[config.mk]
export PLATFORM = sky130hd
export DESIGN_NAME = alu_seq
export DESIGN_NICKNAME = d
export VERILOG_FILES = /design/src/rtl/alu_seq.sv
export SDC_FILE = /design/constraint.sdc
export NUM_CORES = 1
export LEC_CHECK = 0
export ABC_AREA = 1
export CAP_MARGIN = 20
export CORE_AREA = 5 5 120 122
export CTS_CLUSTER_SIZE = 14
export DETAILED_ROUTE_END_ITERATION = 7
export DIE_AREA = 0 0 125 127
export GPL_ROUTABILITY_DRIVEN = 0
export PLACE_DENSITY = 0.5
export SLEW_MARGIN = 20
export SYNTH_ARGS = -nofsm -noshare
export SYNTH_HDL_FRONTEND = slang
export SYNTH_SLANG_ARGS = --single-unit
[constraint.sdc]
create_clock -name clk_i -period 5.4 [get_ports clk_i]
set_input_delay 0.54 -clock clk_i [delete_from_list [all_inputs] [get_ports clk_i]]
set_output_delay 0.54 -clock clk_i [all_outputs]
set_load 0.05 [all_outputs]
[src/rtl/alu_seq.sv]
// rtl/alu_seq.sv - multi-cycle parametrised ALU with start/busy/done handshake
//
// One operation per start pulse, executed over K clock edges that depend
// on the opcode: bit-serial add/subtract, single-step logic ops,
// one-bit-per-edge shifts/rotate, shift-add unsigned and signed multiply.
//
// Ports:
//   clk_i      clock, all state on the rising edge
//   rst_i      synchronous active-high reset
//   inp_i      start, sampled only in IDLE
//   opcode_i   operation, latched at start
//   a_i, b_i   operands, latched at start (b_i[S-1:0] is the shift distance)
//   y_o        low result / working register
//   y_ext_o    high half of the product, 0 for non-multiply ops
//   ovf_o      carry / borrow / overflow flag, defined per opcode
//   busy_o     high while an operation is running
//   done_o     one-cycle pulse when the result is valid
module alu_seq #(
    parameter int N = 8
) (
    input  logic         clk_i,
    input  logic         rst_i,
    input  logic         inp_i,
    input  logic [3:0]   opcode_i,
    input  logic [N-1:0] a_i,
    input  logic [N-1:0] b_i,
    output logic [N-1:0] y_o,
    output logic [N-1:0] y_ext_o,
    output logic         ovf_o,
    output logic         busy_o,
    output logic         done_o
);

    localparam int S  = $clog2(N);
    // The step counter must reach N+1 (MULS).
    localparam int CW = $clog2(N + 2);
    localparam int W2 = 2 * N;

    localparam logic [3:0] OP_ADD  = 4'b0000;
    localparam logic [3:0] OP_SUB  = 4'b0001;
    localparam logic [3:0] OP_AND  = 4'b0010;
    localparam logic [3:0] OP_OR   = 4'b0011;
    localparam logic [3:0] OP_NOT  = 4'b0100;
    localparam logic [3:0] OP_XOR  = 4'b0101;
    localparam logic [3:0] OP_SHL  = 4'b0110;
    localparam logic [3:0] OP_SHR  = 4'b0111;
    localparam logic [3:0] OP_SAR  = 4'b1000;
    localparam logic [3:0] OP_ROL  = 4'b1001;
    localparam logic [3:0] OP_MUL  = 4'b1010;
    localparam logic [3:0] OP_MULS = 4'b1011;

    typedef enum logic [1:0] {
        ST_IDLE = 2'd0,
        ST_RUN  = 2'd1,
        ST_DONE = 2'd2
    } state_e;

    state_e          state_q, state_d;
    logic [3:0]      op_q, op_d;
    logic [N-1:0]    a_q, a_d;
    logic [N-1:0]    b_q, b_d;
    logic [N-1:0]    y_q, y_d;
    logic [N-1:0]    y_ext_q, y_ext_d;
    logic            ovf_q, ovf_d;
    logic            carry_q, carry_d;
    logic            neg_q, neg_d;
    logic [CW-1:0]   cnt_q, cnt_d;
    logic [CW-1:0]   k_q, k_d;

    // Combinational step helpers
    logic            last;
    logic            bb;
    logic            sum_bit;
    logic            cout;
    logic [N:0]      acc;
    logic [W2-1:0]   prod;
    logic [N-1:0]    src;
    logic [S-1:0]    shamt;

    // Number of RUN steps for an opcode.
    function automatic logic [CW-1:0] k_of(input logic [3:0] op, input logic [S-1:0] sh);
        logic [CW-1:0] k;
        case (op)
            OP_ADD, OP_SUB, OP_MUL: k = CW'(N);
            OP_MULS:                k = CW'(N + 1);
            OP_SHL, OP_SHR, OP_SAR, OP_ROL: begin
                if (sh == '0)
                    k = CW'(1);
                else if (int'(sh) > N)
                    k = CW'(N);
                else
                    k = CW'(sh);
            end
            default:                k = CW'(1);
        endcase
        return k;
    endfunction

    assign shamt = b_q[S-1:0];
    assign last  = (cnt_q == k_q - CW'(1));

    always_comb begin
        state_d = state_q;
        op_d    = op_q;
        a_d     = a_q;
        b_d     = b_q;
        y_d     = y_q;
        y_ext_d = y_ext_q;
        ovf_d   = ovf_q;
        carry_d = carry_q;
        neg_d   = neg_q;
        cnt_d   = cnt_q;
        k_d     = k_q;
        bb      = 1'b0;
        sum_bit = 1'b0;
        cout    = 1'b0;
        acc     = '0;
        prod    = '0;
        src     = '0;

        case (state_q)
            ST_IDLE: begin
                if (inp_i) begin
                    state_d = ST_RUN;
                    op_d    = opcode_i;
                    // MULS multiplies magnitudes; the sign is applied in the final step.
                    a_d     = (opcode_i == OP_MULS && a_i[N-1]) ? -a_i : a_i;
                    b_d     = (opcode_i == OP_MULS && b_i[N-1]) ? -b_i : b_i;
                    neg_d   = a_i[N-1] ^ b_i[N-1];
                    y_d     = '0;
                    y_ext_d = '0;
                    ovf_d   = 1'b0;
                    cnt_d   = '0;
                    // Subtraction is a + ~b + 1: the +1 enters as the initial carry.
                    carry_d = (opcode_i == OP_SUB);
                    k_d     = k_of(opcode_i, b_i[S-1:0]);
                end
            end

            ST_RUN: begin
                cnt_d = cnt_q + CW'(1);
                if (last)
                    state_d = ST_DONE;

                case (op_q)
                    OP_ADD, OP_SUB: begin
                        // Operands shift right; result bits enter y from the top.
                        bb      = (op_q == OP_SUB) ? ~b_q[0] : b_q[0];
                        sum_bit = a_q[0] ^ bb ^ carry_q;
                        cout    = (a_q[0] & bb) | (a_q[0] & carry_q) | (bb & carry_q);
                        y_d     = {sum_bit, y_q[N-1:1]};
                        a_d     = a_q >> 1;
                        b_d     = b_q >> 1;
                        carry_d = cout;
                        if (last)
                            ovf_d = (op_q == OP_SUB) ? ~cout : cout;
                    end
                    OP_AND: y_d = a_q & b_q;
                    OP_OR:  y_d = a_q | b_q;
                    OP_NOT: y_d = ~a_q;
                    OP_XOR: y_d = a_q ^ b_q;
                    OP_SHL, OP_SHR, OP_SAR, OP_ROL: begin
                        // y is cleared at start, so the first step works from a.
                        src = (cnt_q == '0) ? a_q : y_q;
                        if (shamt == '0) begin
                            y_d = a_q;
                        end else begin
                            case (op_q)
                                OP_SHL: begin
                                    y_d   = {src[N-2:0], 1'b0};
                                    ovf_d = ovf_q | src[N-1];
                                end
                                OP_SHR:  y_d = {1'b0, src[N-1:1]};
                                OP_SAR:  y_d = {src[N-1], src[N-1:1]};
                                default: y_d = {src[N-2:0], src[N-1]};
                            endcase
                        end
                    end
                    OP_MUL, OP_MULS: begin
                        if (cnt_q < CW'(N)) begin
                            // Shift-add: {y_ext, y} accumulates, b supplies multiplier bits.
                            acc     = {1'b0, y_ext_q} + (b_q[0] ? {1'b0, a_q} : {(N+1){1'b0}});
                            y_ext_d = acc[N:1];
                            y_d     = {acc[0], y_q[N-1:1]};
                            b_d     = b_q >> 1;
                            if (last)
                                ovf_d = (acc[N:1] != '0);
                        end else begin
                            // Extra MULS step: apply the sign, then check N-bit signed fit.
                            prod    = neg_q ? (~{y_ext_q, y_q} + W2'(1)) : {y_ext_q, y_q};
                            y_ext_d = prod[W2-1:N];
                            y_d     = prod[N-1:0];
                            ovf_d   = (prod[W2-1:N] != {N{prod[N-1]}});
                        end
                    end
                    default: begin
                        y_d     = '0;
                        y_ext_d = '0;
                        ovf_d   = 1'b0;
                    end
                endcase
            end

            ST_DONE: state_d = ST_IDLE;

            default: state_d = ST_IDLE;
        endcase
    end

    always_ff @(posedge clk_i) begin
        if (rst_i) begin
            state_q <= ST_IDLE;
            op_q    <= '0;
            a_q     <= '0;
            b_q     <= '0;
            y_q     <= '0;
            y_ext_q <= '0;
            ovf_q   <= 1'b0;
            carry_q <= 1'b0;
            neg_q   <= 1'b0;
            cnt_q   <= '0;
            k_q     <= '0;
        end else begin
            state_q <= state_d;
            op_q    <= op_d;
            a_q     <= a_d;
            b_q     <= b_d;
            y_q     <= y_d;
            y_ext_q <= y_ext_d;
            ovf_q   <= ovf_d;
            carry_q <= carry_d;
            neg_q   <= neg_d;
            cnt_q   <= cnt_d;
            k_q     <= k_d;
        end
    end

    assign y_o     = y_q;
    assign y_ext_o = y_ext_q;
    assign ovf_o   = ovf_q;
    assign busy_o  = (state_q == ST_RUN);
    assign done_o  = (state_q == ST_DONE);

endmodule

After elaboration in Yosys (flattened, before gate mapping). Index checks and enable logic that the tools add are counted.

Add/subtract/negate cells: 6. $lt $le $gt $ge: 1. Equal/unequal tests: 34. Mux-type cells: 41. Bitwise operators: 16. Reduce and logical (&&, ||, !) cells: 25.

Operators by type and width (number): 8-bit two-way mux (12); 8-bit one-hot mux with 2 select lines (6); 8-bit one-hot mux with 7 select lines (1); 4-bit equality test, second input constant (8); 4-bit by 3-bit equality test with 1-bit output, second input constant (6); 8-bit one-hot mux with 3 select lines (1); 16-bit by 1-bit adder with 16-bit output, second input constant (1); 16-bit two-way mux (1); 8-bit negator (2); 16-bit NOT (1); 4-bit zero test (3); 3-bit inequality test, second input constant (4); 4-bit one-hot mux with 3 select lines (1); 4-bit OR reduction (3); 1-bit two-way mux (10); 10-bit OR reduction (1); 8-bit by 8-bit adder with 9-bit output (1); 3-bit AND reduction (3); 8-bit bitwise AND (1); 4-bit by 1-bit equality test with 1-bit output, second input constant (2); 4-bit by 2-bit equality test with 1-bit output, second input constant (2); 4-bit inequality test, second input constant (2); 8-bit inequality test (1); 8-bit NOT (1); 32 further kinds (49).

Flip-flop bits (word level): 49. Input bits: 23.

Depth between registers and ports, before layout.
Depth after elaboration: 10. Depth in mapped cells: 17.

Worst setup path after synthesis. Ideal clock, no wire load.

Path type: reg2reg. Start: register y_ext_q[0] (netlist: y_ext_o[0]). End: register ovf_q (netlist: ovf_o). Setup time: 0.131 ns. Arrival: 2.055 ns. Data required time: 5.269 ns. Setup slack: 3.214 ns. Stages on the path, launching flop included: 15. Path buffers: 0. Path through: dfxtp_1 -> ha_1 -> fa_1 -> nand3_1 -> nand2_1 -> nand2_1 -> nand3_1 -> nor2_1 -> nand2_1 -> nor2_1 -> nand2_1 -> a21oi_1 -> nand2_1 -> nand2_1 -> a21oi_2.

Cells in the longest elaborated chain, start to end: 7.

Ends and longest elaborated chain: from (decl) (RTL line 63) `logic [N-1:0] y_ext_q, y_ext_d;`; from (signal assigned) (RTL line 229) `y_ext_q <= y_ext_d;`; 16-bit NOT (RTL line 190) `prod = neg_q ? (~{y_ext_q, y_q} + W2'(1)) : {y_ext_q, y_q};`; 16-bit by 1-bit adder with 16-bit output (RTL line 190); 16-bit two-way mux (RTL line 190); 8-bit inequality test (RTL line 193) `ovf_d = (prod[W2-1:N] != {N{prod[N-1]}});`; 1-bit two-way mux (*) (RTL line 180) `if (cnt_q < CW'(N)) begin`; 1-bit one-hot mux with 4 select lines (*) (RTL line 145) `case (op_q)`; 1-bit one-hot mux with 2 select lines (*) (RTL line 121) `case (state_q)`; to (signal assigned) (RTL line 230) `ovf_q <= ovf_d;`; to (decl) (RTL line 64) `logic ovf_q, ovf_d;`.

Mark *: on every way between the ends. The rest lies on a longest branch, timed or not. The select of a mux whose other input is x is not followed. A chain may end at the register's enable or synchronous reset.

Final worst setup path.
Start: register state_q[1]. End: output busy_o.

Cells in the longest elaborated chain, start to end: 1.

Ends and longest elaborated chain: from (decl) (RTL line 58) `state_e state_q, state_d;`; from (signal assigned) (RTL line 224) `state_q <= state_d;`; 2-bit by 1-bit equality test with 1-bit output (RTL line 241) `assign busy_o = (state_q == ST_RUN);`; to (decl) (RTL line 30) `output logic busy_o,`.

No other way between the ends.

==> summary.md <==
| Metric | Value |
|---|---|
| Status | finished clean |
| Remaining DRCs | 0 |
| Final hold vios | 0 |
| Final WS setup | approximately 2.1 ns |
| CTS Buffer Depth | 2 |
| Fillers | roughly 1400 |
| Top Usage Layer GRT | met2 |
| Area growth from synthesis to layout | 15.53% |
| Multi-input gate area | 3055 sq um |
| Clk Latency, worst-skew pair | 0.30 ns |
| Lkg Pwr | 0.002301 uW |
| EDFF count, synth | 0 |
| GR Util met2 | 29.64% |
| Most frequent cell after synthesis | nand2_1 |
| Top cells by count, synth | 198 x nand2_1, 84 x inv_1, 68 x a21oi_1, 58 x nor2_1, 56 x o21ai_0 |
| Seq/Total Area, Yosys | between 20% and 30% |
| Initial Util | roughly a third |
| Setup tns final | 0 ns |
| Die W | around 130 um |
| Syn_nets | ~780 |
| Syn avg cell area | 6.206 sq um |
| Cells after Synth | 723 |
| Die area | 15880 sq um |
| Layout Nets | 807 |
| Final slew viol count | 0 |
| Diode count | 0 |
| Reg area | a little under 1000 sq um |
| Clk slew on worst S/H paths | around 0.080 ns |
| Vias per inst | 5.253 |
| Vias | between 4000 and 5000 |
| Fmax | approximately 300 MHz |
| Die height | 127 um |
| WL final | 14.20 mm |
| WL/cell | between 15 and 20 um |
| TritonCTS sink count | 49 |
| Vias in the first global route | 4670 |
| Initial DRT Pass Iterations | 5 |
| Clk_skew | 0.007810 ns |
| Measured slew at the worst slew-check pin | 0.9799 ns |
| Yosys reg bits | 49 |
| Synth cell types | 45 |
| GRT Total Usage | between 15 and 20% |
| Post-CTS sizing | 0 |
| Cell area after synthesis | 4487 sq um |
| Hold_buf cts | 0 |
| CP Data Arrival Time | 2.76 ns |
| Final worst path period share | 61.03% |
| Power per cell area | between 200 and 250 nW/um^2 |
| CORE AREA | 13090 sq um |
| Unrepaired setup endpoints after global routing | no |
| HPWL Detailed | 11.36 mm |
| Layout cells sized above 1 | approximately 5.1% |
| Critical path type | reg -> out |
| Setup violators final | 0 |
| FFs w/ async S/R, synth | 0% |
| Post-CTS setup buffers | 0 |
| Core Rows | 42 |
| CTS H-tree lvls | 2 |
| Largest fanout on the critical path | 21 |
| I/O Buffers | slightly above 40 |
| WP data required | ~5 ns |
| TritonCTS clock tree | yes |
| Met1 GRT Util | 23.17% |
| Synth top area share | around 22% |
| Area contributors post-synth | dfxtp_1 22%, nand2_1 17%, ha_1 8.6% |
| Cell taking the most area after synthesis | dfxtp_1 |
| Pin count of the biggest net entering global routing | 30 |
| DR iter-0 viols | 321 |
| CTS root buf | clkbuf_16 |
| Clock buffer count from CTS | 5 |
| Total power | between 1000 and 1500 uW |
| Maximum capacitance violations | 0 |
| Slew headroom | 34.47% |
| CP Capture Type | output pin |
| Worst hold margin | 0.4884 ns |
| GRT Residual Overflow | 0 |
| Initial antenna violation count | 0 |
| Min-delay worst type | reg -> reg |
| YS warnings | 0 |
| DP Worst Slack | around 2.4 ns |
| Setup crit start kind | flop |
| First-pass GRT wire length | 23.59 mm |
| I/O pins | 42 |
| VDD IR max | ~0.15 mV |
| Met3 global-route usage | 3.589% |
| Primary FF master, synth | dfxtp_1 |
| Antenna Violating Nets Remaining | 0 |
| Final min period | 3.296 ns |
power breakdown:
part,internal [uW],switching (uW)
clock network,179,165
registers,387,42.3
logic,132,256
total,697,464
kinds of logic (layout without fill, tap and decap cells):
| kind of cell | Yosys count | count (layout) | share of synthesized area (%) |
|---|---|---|---|
| compound gates | 182 | 182 | 23.90 |
| fa+ha+maj | 33 | 33 | 9.537 |
| flops | 49 | 49 | 21.86 |
| xor+xnor | 21 | 21 | 4.099 |
| simple gates | 324 | 324 | 30.56 |
| buf+inv | 114 | 143 | 10.04 |
per-layer routing:
| metal | vias to the layer above | part of all wire, % |
|---|---|---|
| met3 | 22 | 4.7 |
| met1 | 2280 | 47 |
| met2 | 123 | 46 |
| li1 | 2450 | - |
| met4 | 0 | 2.2 |
| met5 | - | 0 |
metrics by stage:
stage	instance area, sq um	std cells	utilization, %
CTS	5184	928	39.62
detailed placement	5030	920	38.44
global route	5184	928	39.62
floorplan	4487	723	-
global placement	5030	920	38.44
finish	5184	928	39.62
registers in the layout, indices dropped and copies added, names as in the netlist:
name,flops
y_ext_o,8
cnt_q,4
ovf_o,1
neg_q,1
y_o,8
op_q,4
k_q,4
b_q,8
carry_q,1
state_q,2
a_q,8
critical path: stages, from the launching register on:
cell	delay, ns
dfxtp_1	0.32
inv_1	0.06
nand2_1	0.37
inv_1	0.76
clkdlybuf4s50_1	0.94
path summary, 6_finish.rpt:
check	startpoint	end	slack (ns)	depth (start not counted)
worst max-delay path	state_q[1]	busy_o	2.10	4
worst max register to register	state_q[1]	b_q[1]	2.52	7
worst min register to register	b_q[6]	b_q[6]	0.49	2
worst min-delay path	b_q[6]	b_q[6]	0.49	2
final cells by class:
| class | instances | share of cell area [%] |
|---|---|---|
| timing repair buffer | 43 | 8.207 |
| multi-input combinational | 560 | 58.94 |
| clock inverter | 3 | 0.5552 |
| sequential | 49 | 18.92 |
| tap | 176 | 4.248 |
| clock buffer | 5 | 2.414 |
| inverter | 92 | 6.710 |
placed cells by master, fill, tap and decap left out, types with 10 or more instances in the layout:
cell,n
nand2_1,198
inv_1,84
a21oi_1,68
nor2_1,58
o21ai_0,56
dfxtp_1,49
nand3_1,43
clkdlybuf4s50_1,41
ha_1,31
xor2_1,17
o211ai_1,10
No activity file was read; power rests on OpenSTA's default activity.
